$ cat src/rtl/sudoku_ctrl_pkg.sv
// Shared types and widths for the sudoku solver sequencing controller.
// Optional stall detection is enabled by defining SUDOKU_STALL_DETECT_EN.
package sudoku_ctrl_pkg;

  localparam int CYC_W = 8;
  localparam int CNT_W = 7;

  typedef enum logic [2:0] {
    IDLE,
    START,
    RUN,
    REPORT,
    DRAIN
  } state_t;

  typedef enum logic [1:0] {
    ST_NONE,
    ST_SOLVED,
    ST_FAIL,
    ST_STUCK
  } status_t;

endpackage

$ cat src/rtl/cell_popcount.sv
// Combinational population count of the solver's per-cell decided mask.
// Used only when SUDOKU_STALL_DETECT_EN is defined.
module cell_popcount
  import sudoku_ctrl_pkg::*;
#(
  parameter int CELLS = 81
) (
  input  logic [CELLS-1:0] mask,
  output logic [CNT_W-1:0] count
);

  always_comb begin
    count = '0;
    for (int i = 0; i < CELLS; i++) begin
      count = count + CNT_W'(mask[i]);
    end
  end

endmodule

$ cat src/rtl/sudoku_solve_ctrl.sv
// Launches the solver, watches for termination and hands off to the output streamer.
// Define SUDOKU_STALL_DETECT_EN to end runs that stop making progress.
module sudoku_solve_ctrl
  import sudoku_ctrl_pkg::*;
#(
  parameter int CELLS        = 81,
  parameter int STALL_CYCLES = 4,
  parameter int MAX_CYCLES   = 255
) (
  input  logic             clk,
  input  logic             reset,
  input  logic             load_done,
  output logic             solver_start,
  input  logic             solver_done,
  input  logic             solver_fail,
  input  logic [CELLS-1:0] solved_mask,
  output logic             out_req,
  input  logic             out_done,
  output logic             ready,
  output logic             busy,
  output logic [1:0]       status,
  output logic [CYC_W-1:0] cycles,
  output logic             overrun
);

  state_t           state;
  state_t           state_nxt;
  status_t          stat_q;
  status_t          term_stat;
  logic             pending;
  logic             term;
  logic             timeout;
  logic             stall_hit;
  logic [CYC_W-1:0] cyc_nxt;

  assign status = stat_q;

  assign cyc_nxt = (cycles == CYC_W'(MAX_CYCLES))
                 ? cycles : cycles + 1'b1;
  assign timeout = (cyc_nxt == CYC_W'(MAX_CYCLES));

`ifdef SUDOKU_STALL_DETECT_EN
  localparam int SW = $clog2(STALL_CYCLES + 1);

  logic [CNT_W-1:0] cnt;
  logic [CNT_W-1:0] prev_cnt;
  logic             prev_valid;
  logic [SW-1:0]    stall_cnt;
  logic             same;

  cell_popcount #(
    .CELLS(CELLS)
  ) u_pop (
    .mask (solved_mask),
    .count(cnt)
  );

  // First RUN cycle only captures; no progress compare yet.
  assign same      = prev_valid && (cnt == prev_cnt);
  assign stall_hit = same && (stall_cnt >= SW'(STALL_CYCLES - 1));

  always_ff @(posedge clk or posedge reset) begin
    if (reset) begin
      prev_cnt   <= '0;
      prev_valid <= 1'b0;
      stall_cnt  <= '0;
    end else if (state == START) begin
      prev_valid <= 1'b0;
      stall_cnt  <= '0;
    end else if (state == RUN) begin
      prev_cnt   <= cnt;
      prev_valid <= 1'b1;
      stall_cnt  <= same ? stall_cnt + 1'b1 : '0;
    end
  end
`else
  logic mask_unused;

  assign stall_hit   = 1'b0;
  assign mask_unused = ^solved_mask ^ STALL_CYCLES[0];
`endif

  always_comb begin
    term      = 1'b1;
    term_stat = ST_STUCK;
    if (solver_fail) begin
      term_stat = ST_FAIL;
    end else if (solver_done) begin
      term_stat = ST_SOLVED;
    end else if (!(stall_hit || timeout)) begin
      term = 1'b0;
    end
    if (state != RUN) begin
      term = 1'b0;
    end
  end

  always_ff @(posedge clk or posedge reset) begin
    if (reset) begin
      state <= IDLE;
    end else begin
      state <= state_nxt;
    end
  end

  always_comb begin
    state_nxt = state;
    unique case (state)
      IDLE: begin
        if (load_done || pending) begin
          state_nxt = START;
        end
      end
      START:  state_nxt = RUN;
      RUN: begin
        if (term) begin
          state_nxt = REPORT;
        end
      end
      REPORT: state_nxt = DRAIN;
      DRAIN: begin
        if (out_done) begin
          state_nxt = pending ? START : IDLE;
        end
      end
      default: state_nxt = IDLE;
    endcase
  end

  always_comb begin
    solver_start = 1'b0;
    out_req      = 1'b0;
    busy         = 1'b1;
    ready        = 1'b0;
    unique case (1'b1)
      (state == IDLE): begin
        busy  = 1'b0;
        ready = !pending;
      end
      (state == START):  solver_start = 1'b1;
      (state == REPORT): out_req = 1'b1;
      default: ;
    endcase
  end

  always_ff @(posedge clk or posedge reset) begin
    if (reset) begin
      stat_q  <= ST_NONE;
      cycles  <= '0;
      pending <= 1'b0;
      overrun <= 1'b0;
    end else begin
      if (state == START) begin
        cycles <= '0;
      end else if (state == RUN) begin
        cycles <= cyc_nxt;
        if (term) begin
          stat_q <= term_stat;
        end
      end
      // A second load while one is queued is lost.
      if (state == IDLE) begin
        if (pending) begin
          pending <= load_done;
        end
      end else begin
        if (state == DRAIN && out_done && pending) begin
          pending <= 1'b0;
        end
        if (load_done) begin
          if (pending) begin
            overrun <= 1'b1;
          end else begin
            pending <= 1'b1;
          end
        end
      end
    end
  end

endmodule

$ cat config.mk
export PLATFORM = sky130hd
export DESIGN_NAME = sudoku_solve_ctrl
export DESIGN_NICKNAME = d
export VERILOG_FILES = /design/src/rtl/sudoku_ctrl_pkg.sv /design/src/rtl/cell_popcount.sv /design/src/rtl/sudoku_solve_ctrl.sv
export SDC_FILE = /design/constraint.sdc
export NUM_CORES = 1
export LEC_CHECK = 0
export ABC_CLOCK_PERIOD_IN_PS = 2000
export BUFFER_PORTS_ARGS = -buffer_cell sky130_fd_sc_hd__buf_4
export CAP_MARGIN = 20
export CELL_PAD_IN_SITES_DETAIL_PLACEMENT = 1
export CELL_PAD_IN_SITES_GLOBAL_PLACEMENT = 2
export CORE_MARGIN = 5
export CORE_UTILIZATION = 17
export CTS_BUF_LIST = sky130_fd_sc_hd__clkbuf_8
export DETAILED_ROUTE_END_ITERATION = 8
export GPL_TIMING_DRIVEN = 0
export PLACE_DENSITY = 0.82
export SETUP_SLACK_MARGIN = 0.2
export SLEW_MARGIN = 10
export SYNTH_ARGS = -nofsm -noshare
export SYNTH_HDL_FRONTEND = slang
export SYNTH_SLANG_ARGS = --single-unit
$ cat constraint.sdc
create_clock -name clk -period 2 [get_ports clk]
set_clock_uncertainty 0.05 [all_clocks]
set_input_delay 0.6 -clock clk [delete_from_list [all_inputs] [get_ports clk]]
set_output_delay 0.6 -clock clk [all_outputs]
set_load 0.02 [all_outputs]
# Word-level counts from Yosys, hierarchy flattened
# Cells that the tools add are included.
# word_totals
output_inout_bits,15
ff_bits,15
word_cells,50
inputBits,87
# op_classes
eq_ne,10
reduce_logical,9
muxes,23
addsub,1
bitwise_logic,2
# op_table
cell,n
$mux 8,3
$eq 8x8->1 const B,2
$pmux 3 s5,1
$mux 1,14
$mux 3,3
$reduce_and 3->1,3
$add 8x1->8 const B,1
$eq 3x2->1 const B,2
$ne 2x2->1 const B,3
$mux 2,2
$eq 3x1->1 const B,1
$eq 3x3->1 const B,1
$logic_not 3->1,1
$ne 3x2->1 const B,1
$logic_and 1x1->1,2
$not 1->1,2
$reduce_bool 2->1,1
$logic_not 1->1,1
$logic_or 1x1->1,1

# Longest topological paths before layout
# depth
depth_word,9
ltp_mapped,6
ltp_nobuf,6

# Worst setup path after synthesis
# No wires, ideal clock.
# synth_timing
path_kind,flip-flop to output port
startpoint,register state[2]
endpoint,output ready
path_slack_ns,-0.039
path_buffers,1
t_arrival_ns,1.389
path_stages_with_launch,4
t_required_ns,1.350
path_cell_list,dfrtp_1 > buf_2 > or3_2 > nor2_1
# synth_via
elab_chain_cells,2
# synth_rtl
element,line_no,text
"start, declared",sudoku_solve_ctrl.sv:26,state_t state;
"start signal, assigned",sudoku_solve_ctrl.sv:102,state <= state_nxt;
$logic_not 3->1,sudoku_solve_ctrl.sv:136,(state == IDLE): begin
$mux 1,sudoku_solve_ctrl.sv:135,unique case (1'b1)
"end, declared",sudoku_solve_ctrl.sv:19,"output logic ready,"
# Every way passes these cells.

# Worst setup path in the final report
# Same ends and word-level chain as after synthesis.

==> flow_summary.json <==
{
  "antenna_cells": 0,
  "drv_cap": 0,
  "place_hpwl_microns": 1900,
  "leakagePower_uw": 0.000667,
  "globalplace.congestion": 0.725,
  "fin_crit_ps": 2000,
  "cts_tree": "yes",
  "grt-ovfl-total": 0,
  "ys_top_cells_by_count": "dfrtp_1 (15), nor2_1 (10), a21oi_1 (9)",
  "final.period_utilization_pct": 99.9,
  "synthCells": 101,
  "grt_antenna_before_repair": 0,
  "p_sw_share_pct": 39.6,
  "syn_area_sq_um": 940,
  "area_growth_syn_to_layout_pct": 58.9,
  "ys_warn_count": 0,
  "critPathKind": "flip-flop to output port",
  "vias": 978,
  "crit_path_start_kind": "flip-flop",
  "fin_cells": 220,
  "critPathTopFamily": "simple AND/OR/NAND/NOR gates",
  "hold_buffers": 0,
  "cts_sinks": 15,
  "io_pins": 102,
  "ys.flop_type": "dfrtp_1",
  "final_nets": 237,
  "grt_pass1_vias": 1001,
  "status": "complete, no violations",
  "dp.cells": 193,
  "grt_pass1_wl_microns": 4990,
  "insertion_delay_ps": 250,
  "drc": 0,
  "drt-vias-per-instance": 4.45,
  "critPathRequiredTime_ps": 1350,
  "async_flop_share_pct": 100,
  "path_cells": "buf_6 -> or3_4 -> nor2_4 -> buf_6",
  "rows": 27,
  "drive_gt1_share_pct": 54.7,
  "synth.yosys.seq_area_share_pct": 39.9,
  "numCtsBuffers": 3,
  "grt_usage_pct": 8.46,
  "cts_root_buf": "clkbuf_8",
  "clockPowerShare_pct": 13.5,
  "coreArea_sq_mm": 0.00544,
  "setup_ws_ps": 2.25,
  "cp-end-kind": "output port",
  "cts_buffer_depth": 2,
  "wl_microns": 3050,
  "p_per_area_mw_per_mm2": 1210,
  "intPower_uw": 1100,
  "dp_slack_ps": 37.9,
  "max_freq_mhz": 501,
  "cp_slowest_cell": "or3_4",
  "syn_nets": 189,
  "clkTransAtPathRegs_ps": 60,
  "dieArea_sq_mm": 0.00711,
  "first_pass_iters": 4,
  "cts_max_level": 1,
  "crit_path_max_fanout": 3,
  "synth.most_common_cell": "dfrtp_1",
  "pwr-share-seq_pct": 26.2,
  "yosysUniqueCellTypes": 40,
  "finalSetupViolCount": 0,
  "finalPower_uw": 1810,
  "hold_path.class": "input pin to asynchronous set/reset pin",
  "die_w_microns": 84.3,
  "grt_max_degree": 16,
  "worst_slew_pin_slew_ps": 625,
  "worst-path-buf-inv": 2,
  "ir_worst_vdd_uv": 608,
  "fillers": 637,
  "fp.dieH_microns": 84.3,
  "synthTopCellsByArea": "dfrtp_1 (40%), a21oi_1 (4.8%), nor2_1 (4.0%)",
  "stdcell_area_sq_mm": 0.00149,
  "rsz0062_at_grt": "yes",
  "initial_core_util_pct": 17.3,
  "regArea_sq_um": 384,
  "ant_nets": 0,
  "drtIter0Drc": 19,
  "p_comb_share_pct": 60.3,
  "synth_edf_count": 0,
  "crit_path_frequent_cell": "buf_6",
  "drv_slew": 0,
  "yosys.area.top_type": "dfrtp_1",
  "slew-limit-headroom_pct": 58.3,
  "p_sw_uw": 717,
  "finalHoldViolCount": 0,
  "cpPeakStageDelay_ps": 410,
  "multiInputGateArea_sq_um": 572,
  "setup_tns_ps": 0,
  "avgRoutedWirePerCell_microns": 13.9,
  "avgSynthCellArea_sq_um": 9.30,
  "placed_area_sq_mm": 0.00120,
  "worstPathArrival_ps": 1350,
  "placement.io_buffers": 20,
  "post-synth-top-area-fraction_pct": 39.9,
  "ys_ff_latch": 15
}
[layout make-up]
cell class | count | share of cell area, %
plain buffers | 4 | 2.60
well taps | 72 | 6.04
repair buffers | 43 | 22.9
flip-flops and latches | 15 | 25.7
multi-input cells | 77 | 38.3
clock inverters | 1 | 0.251
inverters | 5 | 1.42
clock buffers | 3 | 2.77
[placed cells by master, fill, tap and decap left out, drive strengths merged]
cell / count
buf: 47
dfrtp: 15
nor2: 10
a21oi: 10
nand2: 8
inv: 6
o21ai: 6
nand3: 5
a31oi: 4
and3: 4
a31o: 3
a21o: 3
clkbuf: 3
nand4: 2
nor3: 2
or3: 2
and2: 2
and3b: 2
or3b: 1
and4: 1
nor3b: 1
a32o: 1
a311oi: 1
o32a: 1
mux2i: 1
and4b: 1
o211ai: 1
o2111ai: 1
a211oi: 1
a22oi: 1
o31ai: 1
ha: 1
[power by group through the flow]
stage / registers, uW / logic (uW) / clock network (uW)
after CTS: 481 / 1000 / 258
after detailed placement: 496 / 738 / 0
after floorplan: 516 / 466 / 0
final: 474 / 1090 / 245
after global placement: 493 / 730 / 0
after global routing: 488 / 1190 / 268
[worst paths after layout]
path                                 startpoint                    end  slack, ps  depth (start not counted)
max                        state[2]$_DFFE_PP0P_                  ready          2                          4
min                                       reset    overrun$_DFFE_PP0P_        380                          2
max reg2reg                state[2]$_DFFE_PP0P_  cycles[5]$_DFFE_PP0P_        230                          8
min reg2reg                 overrun$_DFFE_PP0P_    overrun$_DFFE_PP0P_        420                          1
max in group asynchronous                 reset  cycles[3]$_DFFE_PP0P_       1070                          2
min in group clk            overrun$_DFFE_PP0P_    overrun$_DFFE_PP0P_        420                          1
[cell families after synthesis]
kind of cell | count (synthesis) | synth area share (%)
adder cells (fa/ha/maj) | 1 | 1.33
flip-flops | 15 | 39.9
AND/OR/NAND/NOR | 41 | 27.0
multiplexers | 1 | 1.07
buffers and inverters | 9 | 4.79
AO/OA/AOI/OAI | 34 | 25.8
[metal layers]
metal  wire length, microns  GRT usage (%)  vias to the layer above
met5                      0              0                        -
met4                     12           1.29                        0
met3                    116           2.36                        2
met2                   1500           14.8                       24
met1                   1420           10.6                      475
li1                       -              -                      477
[through the flow]
stage                     utilization, %  hold WS [ps]
after CTS                           25.5           394
after floorplan                        -           451
final                               27.4           385
after global routing                27.4           443
after global placement              22.0           406
after detailed placement            22.0           418
[flip-flops by register name (all words and copies together), names as in the netlist]
signal   cells
pending      1
overrun      1
status       2
cycles       8
state        3
[repair_timing]
| item | CTS | global route |
|---|---|---|
| buffers inserted | 11 | 12 |
| pin swaps | 6 | 7 |
| setup endpoints to repair | 7 | 11 |
| gates resized for setup | 16 | 6 |
| endpoints found under the hold margin | 0 | 0 |
(Power assumes the default switching activity.)
